===== src/rtl/slm_config_sequencer.sv =====
// Sequences SLM config words: pop one RX FIFO word, run one SPI transaction with a timeout
// guard, optionally return a readback word to the PC, then hold off for a fixed idle gap.
module slm_config_sequencer #(
  parameter int TIMEOUT_CYCLES = 4096,
  parameter int GAP_CYCLES     = 4,
  parameter int CNT_W          = 16
) (
  input  logic        i_clock,
  input  logic        i_reset,
  input  logic        i_enable,
  input  logic        i_rx_fifo_is_empty_sig,
  input  logic [31:0] i_rx_fifo_output_word,
  output logic        o_rx_fifo_next_word_cmd,
  output logic        o_enable_spi,
  output logic        o_start_spi_transfer_cmd,
  input  logic        i_transaction_complete,
  output logic [7:0]  o_Tx_Upper_Byte,
  output logic [7:0]  o_Tx_Lower_Byte,
  input  logic [7:0]  i_Rx_Upper_Byte,
  input  logic [7:0]  i_Rx_Lower_Byte,
  input  logic        i_serial_is_busy_sig,
  output logic [31:0] o_data_manager_output_data_word,
  output logic        o_data_manager_output_next_cmd,
  output logic        o_busy,
  output logic        o_timeout_err
);

  typedef enum logic [2:0] {
    S_IDLE,
    S_START,
    S_WAIT_DONE,
    S_RESPOND,
    S_GAP
  } state_t;

  localparam logic [CNT_W-1:0] TIMEOUT_LAST = CNT_W'(TIMEOUT_CYCLES - 1);
  localparam logic [CNT_W-1:0] GAP_LAST     = CNT_W'(GAP_CYCLES - 1);
  localparam logic [CNT_W-1:0] CNT_ONE      = CNT_W'(1);

  state_t           state_q, state_d;
  logic [CNT_W-1:0] cnt_q, cnt_d;
  logic [7:0]       tx_upper_q, tx_upper_d;
  logic [7:0]       tx_lower_q, tx_lower_d;
  logic             rb_flag_q, rb_flag_d;
  logic [31:0]      resp_q, resp_d;
  logic             timeout_err_q, timeout_err_d;
  logic             enable_spi_q;
  // Low for the first cycle after reset release so no pop can fire on that cycle.
  logic             run_q;

  logic pop;
  logic start;
  logic tx_go;

  logic unused_word_bits;
  assign unused_word_bits = ^i_rx_fifo_output_word[14:0];

  always_comb begin
    state_d       = state_q;
    cnt_d         = cnt_q;
    tx_upper_d    = tx_upper_q;
    tx_lower_d    = tx_lower_q;
    rb_flag_d     = rb_flag_q;
    resp_d        = resp_q;
    timeout_err_d = timeout_err_q;
    pop           = 1'b0;
    start         = 1'b0;
    tx_go         = 1'b0;

    case (state_q)
      S_IDLE: begin
        if (run_q && i_enable && !i_rx_fifo_is_empty_sig) begin
          pop        = 1'b1;
          tx_upper_d = i_rx_fifo_output_word[31:24];
          tx_lower_d = i_rx_fifo_output_word[23:16];
          rb_flag_d  = i_rx_fifo_output_word[15];
          state_d    = S_START;
        end
      end

      S_START: begin
        start   = 1'b1;
        cnt_d   = '0;
        state_d = S_WAIT_DONE;
      end

      S_WAIT_DONE: begin
        // A completion arriving on the last allowed cycle still counts as success.
        if (i_transaction_complete) begin
          resp_d  = {i_Rx_Upper_Byte, i_Rx_Lower_Byte, 16'hFFFF};
          cnt_d   = '0;
          state_d = rb_flag_q ? S_RESPOND : S_GAP;
        end else if (cnt_q == TIMEOUT_LAST) begin
          timeout_err_d = 1'b1;
          resp_d        = {tx_upper_q, 8'h00, 16'hEEEE};
          cnt_d         = '0;
          state_d       = S_RESPOND;
        end else begin
          cnt_d = cnt_q + CNT_ONE;
        end
      end

      S_RESPOND: begin
        if (!i_serial_is_busy_sig) begin
          tx_go   = 1'b1;
          cnt_d   = '0;
          state_d = S_GAP;
        end
      end

      S_GAP: begin
        if (cnt_q == GAP_LAST) begin
          cnt_d   = '0;
          state_d = S_IDLE;
        end else begin
          cnt_d = cnt_q + CNT_ONE;
        end
      end

      default: begin
        state_d = S_IDLE;
      end
    endcase
  end

  always_ff @(posedge i_clock or posedge i_reset) begin
    if (i_reset) begin
      state_q       <= S_IDLE;
      cnt_q         <= '0;
      tx_upper_q    <= 8'h00;
      tx_lower_q    <= 8'h00;
      rb_flag_q     <= 1'b0;
      resp_q        <= 32'h0;
      timeout_err_q <= 1'b0;
      enable_spi_q  <= 1'b0;
      run_q         <= 1'b0;
    end else begin
      state_q       <= state_d;
      cnt_q         <= cnt_d;
      tx_upper_q    <= tx_upper_d;
      tx_lower_q    <= tx_lower_d;
      rb_flag_q     <= rb_flag_d;
      resp_q        <= resp_d;
      timeout_err_q <= timeout_err_d;
      enable_spi_q  <= i_enable || (state_q != S_IDLE);
      run_q         <= 1'b1;
    end
  end

  assign o_rx_fifo_next_word_cmd         = pop;
  assign o_start_spi_transfer_cmd        = start;
  assign o_data_manager_output_next_cmd  = tx_go;
  assign o_enable_spi                    = enable_spi_q;
  assign o_Tx_Upper_Byte                 = tx_upper_q;
  assign o_Tx_Lower_Byte                 = tx_lower_q;
  assign o_data_manager_output_data_word = resp_q;
  assign o_busy                          = (state_q != S_IDLE);
  assign o_timeout_err                   = timeout_err_q;

endmodule


===== config.mk =====
export PLATFORM = sky130hd
export DESIGN_NAME = slm_config_sequencer
export DESIGN_NICKNAME = d
export VERILOG_FILES = /design/src/rtl/slm_config_sequencer.sv
export SDC_FILE = /design/constraint.sdc
export NUM_CORES = 1
export LEC_CHECK = 0
export ABC_AREA = 1
export CAP_MARGIN = 40
export CORE_UTILIZATION = 48
export DETAILED_ROUTE_END_ITERATION = 8
export PLACE_DENSITY = 0.94
export SETUP_SLACK_MARGIN = 0.05
export SLEW_MARGIN = 10
export SYNTH_ARGS = -nofsm -noshare
export SYNTH_HDL_FRONTEND = slang
export SYNTH_SLANG_ARGS = --single-unit

===== constraint.sdc =====
create_clock -name i_clock -period 3.5 [get_ports i_clock]
set_input_delay 0.7 -clock i_clock [delete_from_list [all_inputs] [get_ports i_clock]]
set_output_delay 0.7 -clock i_clock [all_outputs]
set_load 0.1 [all_outputs]

==> results of run 1 <==
[sequential cells by signal, indices dropped and copies added, names as in the netlist, 3 cells and up]
signal                           count
o_Tx_Upper_Byte                      8
state_q                              3
o_data_manager_output_data_word     18
cnt_q                               16
o_Tx_Lower_Byte                      8
[power groups by stage]
stage | clock [mW] | sequential [mW] | combinational (mW)
after detailed placement | 0 | 0.683 | 0.193
final | 0.695 | 0.671 | 0.197
after global placement | 0 | 0.682 | 0.154
after CTS | 0.690 | 0.671 | 0.196
after floorplan | 0 | 0.728 | 0.0399
after global routing | 0.721 | 0.671 | 0.204
[critical path: cells and delay by family]
family                 cells  cell delay (ns)
AND/OR/NAND/NOR            3             0.48
buffers and inverters      3             0.79
[layout by cell type, fill, tap and decap left out, types with 3 or more instances in the layout]
| cell | count |
|---|---|
| sky130_fd_sc_hd__nand2_1 | 138 |
| sky130_fd_sc_hd__clkdlybuf4s50_1 | 75 |
| sky130_fd_sc_hd__xor2_1 | 6 |
| sky130_fd_sc_hd__clkbuf_8 | 9 |
| sky130_fd_sc_hd__nand2_2 | 4 |
| sky130_fd_sc_hd__or2_2 | 3 |
| sky130_fd_sc_hd__buf_8 | 33 |
| sky130_fd_sc_hd__buf_4 | 18 |
| sky130_fd_sc_hd__dfrtp_1 | 57 |
| sky130_fd_sc_hd__nand3b_1 | 3 |
| sky130_fd_sc_hd__o21ai_0 | 18 |
| sky130_fd_sc_hd__nor2_1 | 41 |
| sky130_fd_sc_hd__inv_1 | 26 |
| sky130_fd_sc_hd__o21bai_1 | 3 |
| sky130_fd_sc_hd__clkinvlp_4 | 4 |
| sky130_fd_sc_hd__buf_16 | 4 |
| sky130_fd_sc_hd__nand4_1 | 8 |
| sky130_fd_sc_hd__nor2_2 | 3 |
| sky130_fd_sc_hd__nand3_1 | 23 |
| sky130_fd_sc_hd__inv_2 | 5 |
[layout make-up]
class / instances / area (um^2) / area share, %
inverter: 34 / 130 / 2.83
tap: 72 / 90.1 / 1.96
timing repair buffer: 132 / 1530 / 33.3
sequential: 57 / 1430 / 31.1
multi-input combinational: 263 / 1200 / 26.0
clock inverter: 7 / 95.1 / 2.07
clock buffer: 9 / 124 / 2.70
[worst paths after layout]
| kind | startpoint | endpoint | slack [ns] |
|---|---|---|---|
| max | i_enable | o_rx_fifo_next_word_cmd | 0.83 |
| min | o_Tx_Lower_Byte[5] | o_Tx_Lower_Byte[5] | 0.49 |
| max reg2reg | state_q[2] | o_Tx_Lower_Byte[3] | 1.37 |
| min reg2reg | o_Tx_Lower_Byte[5] | o_Tx_Lower_Byte[5] | 0.49 |
| max in group asynchronous | i_reset | cnt_q[9] | 2.11 |
| min in group asynchronous | i_reset | o_timeout_err | 0.77 |
[metal layers]
layer  vias up  routed length (um)  track usage, %  part of all wire [%]
li1       1396                   -               -                     -
met1      1533                4110            46.5                    36
met2       340                5480            63.8                    48
met3        85                1260            10.6                    11
met4         0                 643            22.1                   5.6
met5         -                   0               0                     0
[logic make-up (layout without fill, tap and decap cells)]
family / count (synthesis) / in the layout / share of synthesized area [%]
AO/OA/AOI/OAI: 28 / 28 / 5.77
XOR/XNOR: 8 / 8 / 2.41
adder cells (fa/ha/maj): 1 / 1 / 0.431
buffers and inverters: 56 / 182 / 9.69
flip-flops: 57 / 57 / 49.1
other: 1 / 1 / 0.129
AND/OR/NAND/NOR: 225 / 225 / 32.4
[metrics by stage]
step / instance area (um^2) / utilization [%] / worst slack (ns)
final: 4590 / 80.9 / 0.834
after global routing: 4590 / 80.9 / 0.785
after CTS: 4590 / 80.9 / 0.845
after detailed placement: 4370 / 77.1 / 0.805
after global placement: 3770 / 66.4 / 0.947
after floorplan: 2900 / - / 0.679
==> impl_metrics.json, run 1 <==
{
  "outcome": "finished, final reports clean",
  "maxCapViolations": 0,
  "synth_top_cells_by_area": "sky130_fd_sc_hd__dfrtp_1, sky130_fd_sc_hd__nand2_1, sky130_fd_sc_hd__nor2_1, sky130_fd_sc_hd__buf_4, sky130_fd_sc_hd__nand3_1",
  "worst_skew_pair.late_latency_ns": 0.35,
  "wirelength_um": 11500,
  "synthArstFlopShare_pct": 100,
  "final.hold.worst_slack_ns": 0.490,
  "placementRows": 27,
  "synthFlopType": "sky130_fd_sc_hd__dfrtp_1",
  "totalPowerFinal_mw": 1.56,
  "setup_tns_ns": 0,
  "num_antenna_cells": 0,
  "yosys.area.top_type_share_pct": 49.1,
  "nNetsFinal": 552,
  "clock_sink_count": 57,
  "critical_path.endpoint_type": "primary output",
  "min_cycle_time_layout_ns": 2.67,
  "ys.warnings.count": 0,
  "first_pass_grt_wire_length_um": 18200,
  "synth_area_um2": 2900,
  "remaining_antenna_violation_count_after_routing": 0,
  "dr.pass1.iters": 6,
  "grt_pass1_vias": 3520,
  "cts_htree_levels": 3,
  "worstPathArrival_ns": 1.97,
  "timing_worst_setup_path_type": "input port to primary output",
  "pwr-share-seq_pct": 43.0,
  "dr_total_vias": 3354,
  "maximum_number_of_pins_on_one_net_before_global_route_repair": 31,
  "path_clk_slew_ns": 0.07,
  "timing.max_slew.rel_slack_pct": 53.2,
  "post_cts.repair.setup_buffers": 0,
  "post_layout_nonfiller_instances": 574,
  "ys_seq_area_share_pct": 49.1,
  "post_drt_via_cell_ratio": 5.84,
  "port_buffers": 92,
  "first_iter_violations": 469,
  "switching_share_pct": 26.6,
  "cp.required_ns": 2.80,
  "wl_per_cell_um": 20.0,
  "r2r.worst_path.cells": 7,
  "layout_worst_path_cycle_share_pct": 76.2,
  "hpwlAfterDp_um": 7680,
  "top_cell_types_by_occurrence_after_synthesis": "sky130_fd_sc_hd__nand2_1, sky130_fd_sc_hd__dfrtp_1, sky130_fd_sc_hd__nor2_1",
  "grt_antenna_before_repair": 0,
  "place.detailed.instances": 558,
  "die-area_um2": 6360,
  "crit_slowest_cell": "sky130_fd_sc_hd__clkdlybuf4s50_1",
  "synth_top_cell_by_area": "sky130_fd_sc_hd__dfrtp_1",
  "cts_buffer_depth": 2,
  "postCtsHoldBufs": 0,
  "fill_cells": 253,
  "clk_root_buffer_cell": "sky130_fd_sc_hd__clkbuf_8",
  "grt.total_usage_pct": 39.1,
  "internal_power_mw": 1.15,
  "ios": 108,
  "worstSetupStartpointType": "input port",
  "hold_viol_final": 0,
  "average_cell_area_after_synthesis_um2": 7.72,
  "timing.fmax_mhz": 375,
  "switchingPower_mw": 0.416,
  "placeableCoreArea_um2": 5680,
  "layout-drive-gt1-share_pct": 18.3,
  "grt.overflow.total": 0,
  "min_delay_path_depth": 2,
  "effective_utilization_at_floorplan_pct": 51.2,
  "critical_path_peak_fanout": 2,
  "syn-num-nets": 431,
  "cts_tree": "done",
  "max_stage_delay_ns": 0.48,
  "cts_resized": 0,
  "finalWeightedCongestion": 0.869,
  "distinct_cell_type_count_after_synthesis": 29,
  "timing.hold.worst.class": "flip-flop to flip-flop",
  "clock_power_share_pct": 44.4,
  "synth_seq_cells": 57,
  "die_y_um": 79.8,
  "remaining_drc_errors": 0,
  "share_comb_of_total_power_pct": 12.6,
  "syn_inst": 376,
  "worst_slew_pin_slew_ns": 0.700,
  "synth_enable_flop_cells": 0,
  "finalSetupViolCount": 0,
  "power.leakage_nw": 2.24,
  "irDropWorstVdd_uv": 262,
  "layout-area-overhead-vs-synth_pct": 58.2,
  "p_per_area_nw_per_um2": 340,
  "die_w_um": 79.8,
  "fin_skew_ns": 0.0114,
  "slew_violations": 0,
  "path_cells": "clkdlybuf4s50_1 -> nand2_1 -> nor2_1 -> inv_1 -> nor2_2 -> buf_12",
  "setup_repair_after_global_routing_missed_its_margin": "no",
  "cts_inserted_buffers": 9,
  "most_frequent_cell_after_synthesis": "sky130_fd_sc_hd__nand2_1"
}
Power figures use the tool's default switching activity.
==> inputs of run 2 (changes only) <==
CORE_UTILIZATION = 44   (was 48)
PLACE_DENSITY = 0.88   (was 0.94)
clock period = 2.47 ns   (was 3.5 ns; I/O delays follow)
==> run 2 against run 1 <==
Cell area is 16% lower. Total power increased by 24%. Utilization down 20 points. Largest power group is now sequential cells. Highest routed layer unchanged.
==> impl_metrics.json, run 2 (synthesis results as in run 1) <==
{
  "layout-area-overhead-vs-synth_pct": 33.3,
  "stdcell_area_um2": 3870,
  "path_clk_slew_ns": 0.07,
  "critical_path_peak_fanout": 3,
  "dr_total_vias": 2728,
  "worst_skew_pair.late_latency_ns": 0.34,
  "remaining_drc_errors": 0,
  "cts_tree": "done",
  "cp.required_ns": 1.98,
  "cts_resized": 0,
  "p_per_area_nw_per_um2": 500,
  "grt_pass1_vias": 2584,
  "layout.cells.most_common": "sky130_fd_sc_hd__nand2_1",
  "post_cts.repair.setup_buffers": 0,
  "setup_repair_after_global_routing_missed_its_margin": "no",
  "crit_slowest_cell": "sky130_fd_sc_hd__clkdlybuf4s50_1",
  "maximum_number_of_pins_on_one_net_before_global_route_repair": 25,
  "max_stage_delay_ns": 0.48,
  "worst_path_dominant_cell_family": "buffers and inverters",
  "first_iter_violations": 240,
  "path_cells": "clkdlybuf4s50_1 -> nand2_1 -> nor2_1 -> inv_1 -> nor2_2 -> buf_12",
  "postCtsHoldBufs": 0,
  "layout_worst_path_cycle_share_pct": 88.4,
  "first_pass_grt_wire_length_um": 12200,
  "dr.pass1.iters": 5,
  "most-common-layout-cells": "sky130_fd_sc_hd__nand2_1, sky130_fd_sc_hd__dfrtp_1, sky130_fd_sc_hd__buf_4",
  "remaining_antenna_violation_count_after_routing": 0,
  "fill_cells": 526,
  "worstSetupStartpointType": "input port",
  "finalSetupViolCount": 0,
  "grt.overflow.total": 0,
  "timing_worst_setup_path_type": "input port to primary output",
  "hold_viol_final": 0,
  "timing.critical_path.buf_inv": 3,
  "multi_input_area_um2": 1200,
  "largest_register_ff_count": 18,
  "critical_path.endpoint_type": "primary output",
  "finalWeightedCongestion": 0.870,
  "timing.hold.worst.class": "flip-flop to flip-flop",
  "grt.total_usage_pct": 22.1,
  "register_area_um2": 1430,
  "post_drt_via_cell_ratio": 5.02,
  "maxCapViolations": 0,
  "wl_per_cell_um": 13.0,
  "timing.max_slew.rel_slack_pct": 66.5,
  "setup.reg_to_reg.worst_slack_ns": 0.60,
  "die_w_um": 83.2,
  "timing.fmax_mhz": 458,
  "die_y_um": 83.2,
  "die-area_um2": 6930,
  "wirelength_um": 7040,
  "clk_root_buffer_cell": "sky130_fd_sc_hd__clkbuf_8",
  "worstPathArrival_ns": 1.69,
  "ios": 108,
  "detailed_place.area_um2": 3700,
  "cts_inserted_buffers": 9,
  "outcome": "finished, final reports clean",
  "nNetsFinal": 517,
  "placementRows": 29,
  "fin_skew_ns": 0.00761,
  "power.leakage_nw": 1.98,
  "grt_antenna_before_repair": 0,
  "effective_utilization_at_floorplan_pct": 45.7,
  "cts_htree_levels": 3,
  "hpwlAfterDp_um": 5270,
  "clock_sink_count": 57,
  "min_cycle_time_layout_ns": 2.18,
  "cts_buffer_depth": 2,
  "num_antenna_cells": 0,
  "placeableCoreArea_um2": 6350,
  "slew_violations": 0,
  "irDropWorstVdd_uv": 365,
  "setup_tns_ns": 0,
  "port_buffers": 92,
  "worst_slew_pin_slew_ns": 0.502,
  "layout-drive-gt1-share_pct": 20.2
}
## run 2: worst paths after layout
path,from,to,depth (start not counted)
worst max-delay path,i_enable,o_rx_fifo_next_word_cmd,6
max in group asynchronous,i_reset,o_Tx_Upper_Byte[5],3
worst max register to register,cnt_q[0],o_data_manager_output_data_word[21],8
worst min-delay path,o_data_manager_output_data_word[24],o_data_manager_output_data_word[24],2
worst min register to register,o_data_manager_output_data_word[24],o_data_manager_output_data_word[24],2
min in group asynchronous,i_reset,cnt_q[2],2
## run 2: worst min-delay path, cell delays in order, from the launching register on
cell                      delay (ns)
sky130_fd_sc_hd__dfrtp_1        0.35
sky130_fd_sc_hd__nand2_1        0.05
sky130_fd_sc_hd__nand2_1        0.05
## run 2: cell type report
cell class | count | area share [%]
tap | 77 | 2.49
timing repair buffer | 97 | 21.9
multi-input combinational | 263 | 31.0
clock inverter | 5 | 0.841
clock buffer | 10 | 3.56
sequential | 57 | 36.9
inverter | 34 | 3.36
## run 2: metrics by stage
step	utilization, %	hold slack, ns	cells	worst slack (ns)	power (mW)
final	60.9	0.477	543	0.286	1.93
after global routing	60.9	0.490	543	0.254	2.00
after CTS	60.9	0.476	543	0.299	1.94
after detailed placement	58.3	0.460	528	0.206	1.18
after global placement	58.3	0.456	528	0.299	1.18
after floorplan	-	0.443	376	0.0577	1.09
## run 2: where the power goes
group / total, mW / switching (mW) / leakage (nW) / internal (mW)
Sequential: 0.950 / 0.00668 / 0.671 / 0.943
Combinational: 0.215 / 0.138 / 1.23 / 0.0770
Clock: 0.770 / 0.389 / 0.0802 / 0.381
Total: 1.93 / 0.533 / 1.98 / 1.40
## run 2: routing by layer
layer | share of wire, % | track usage, %
met1 | 42 | 27.7
met2 | 49 | 36.1
met3 | 6.4 | 6.06
met4 | 2.4 | 9.25
met5 | 0 | 0
==> inputs of run 3 (changes only) <==
HOLD_SLACK_MARGIN = 0.15   (was not set)
==> results of run 3 <==
Final layout, timing and power as in run 2 (identical DEF).
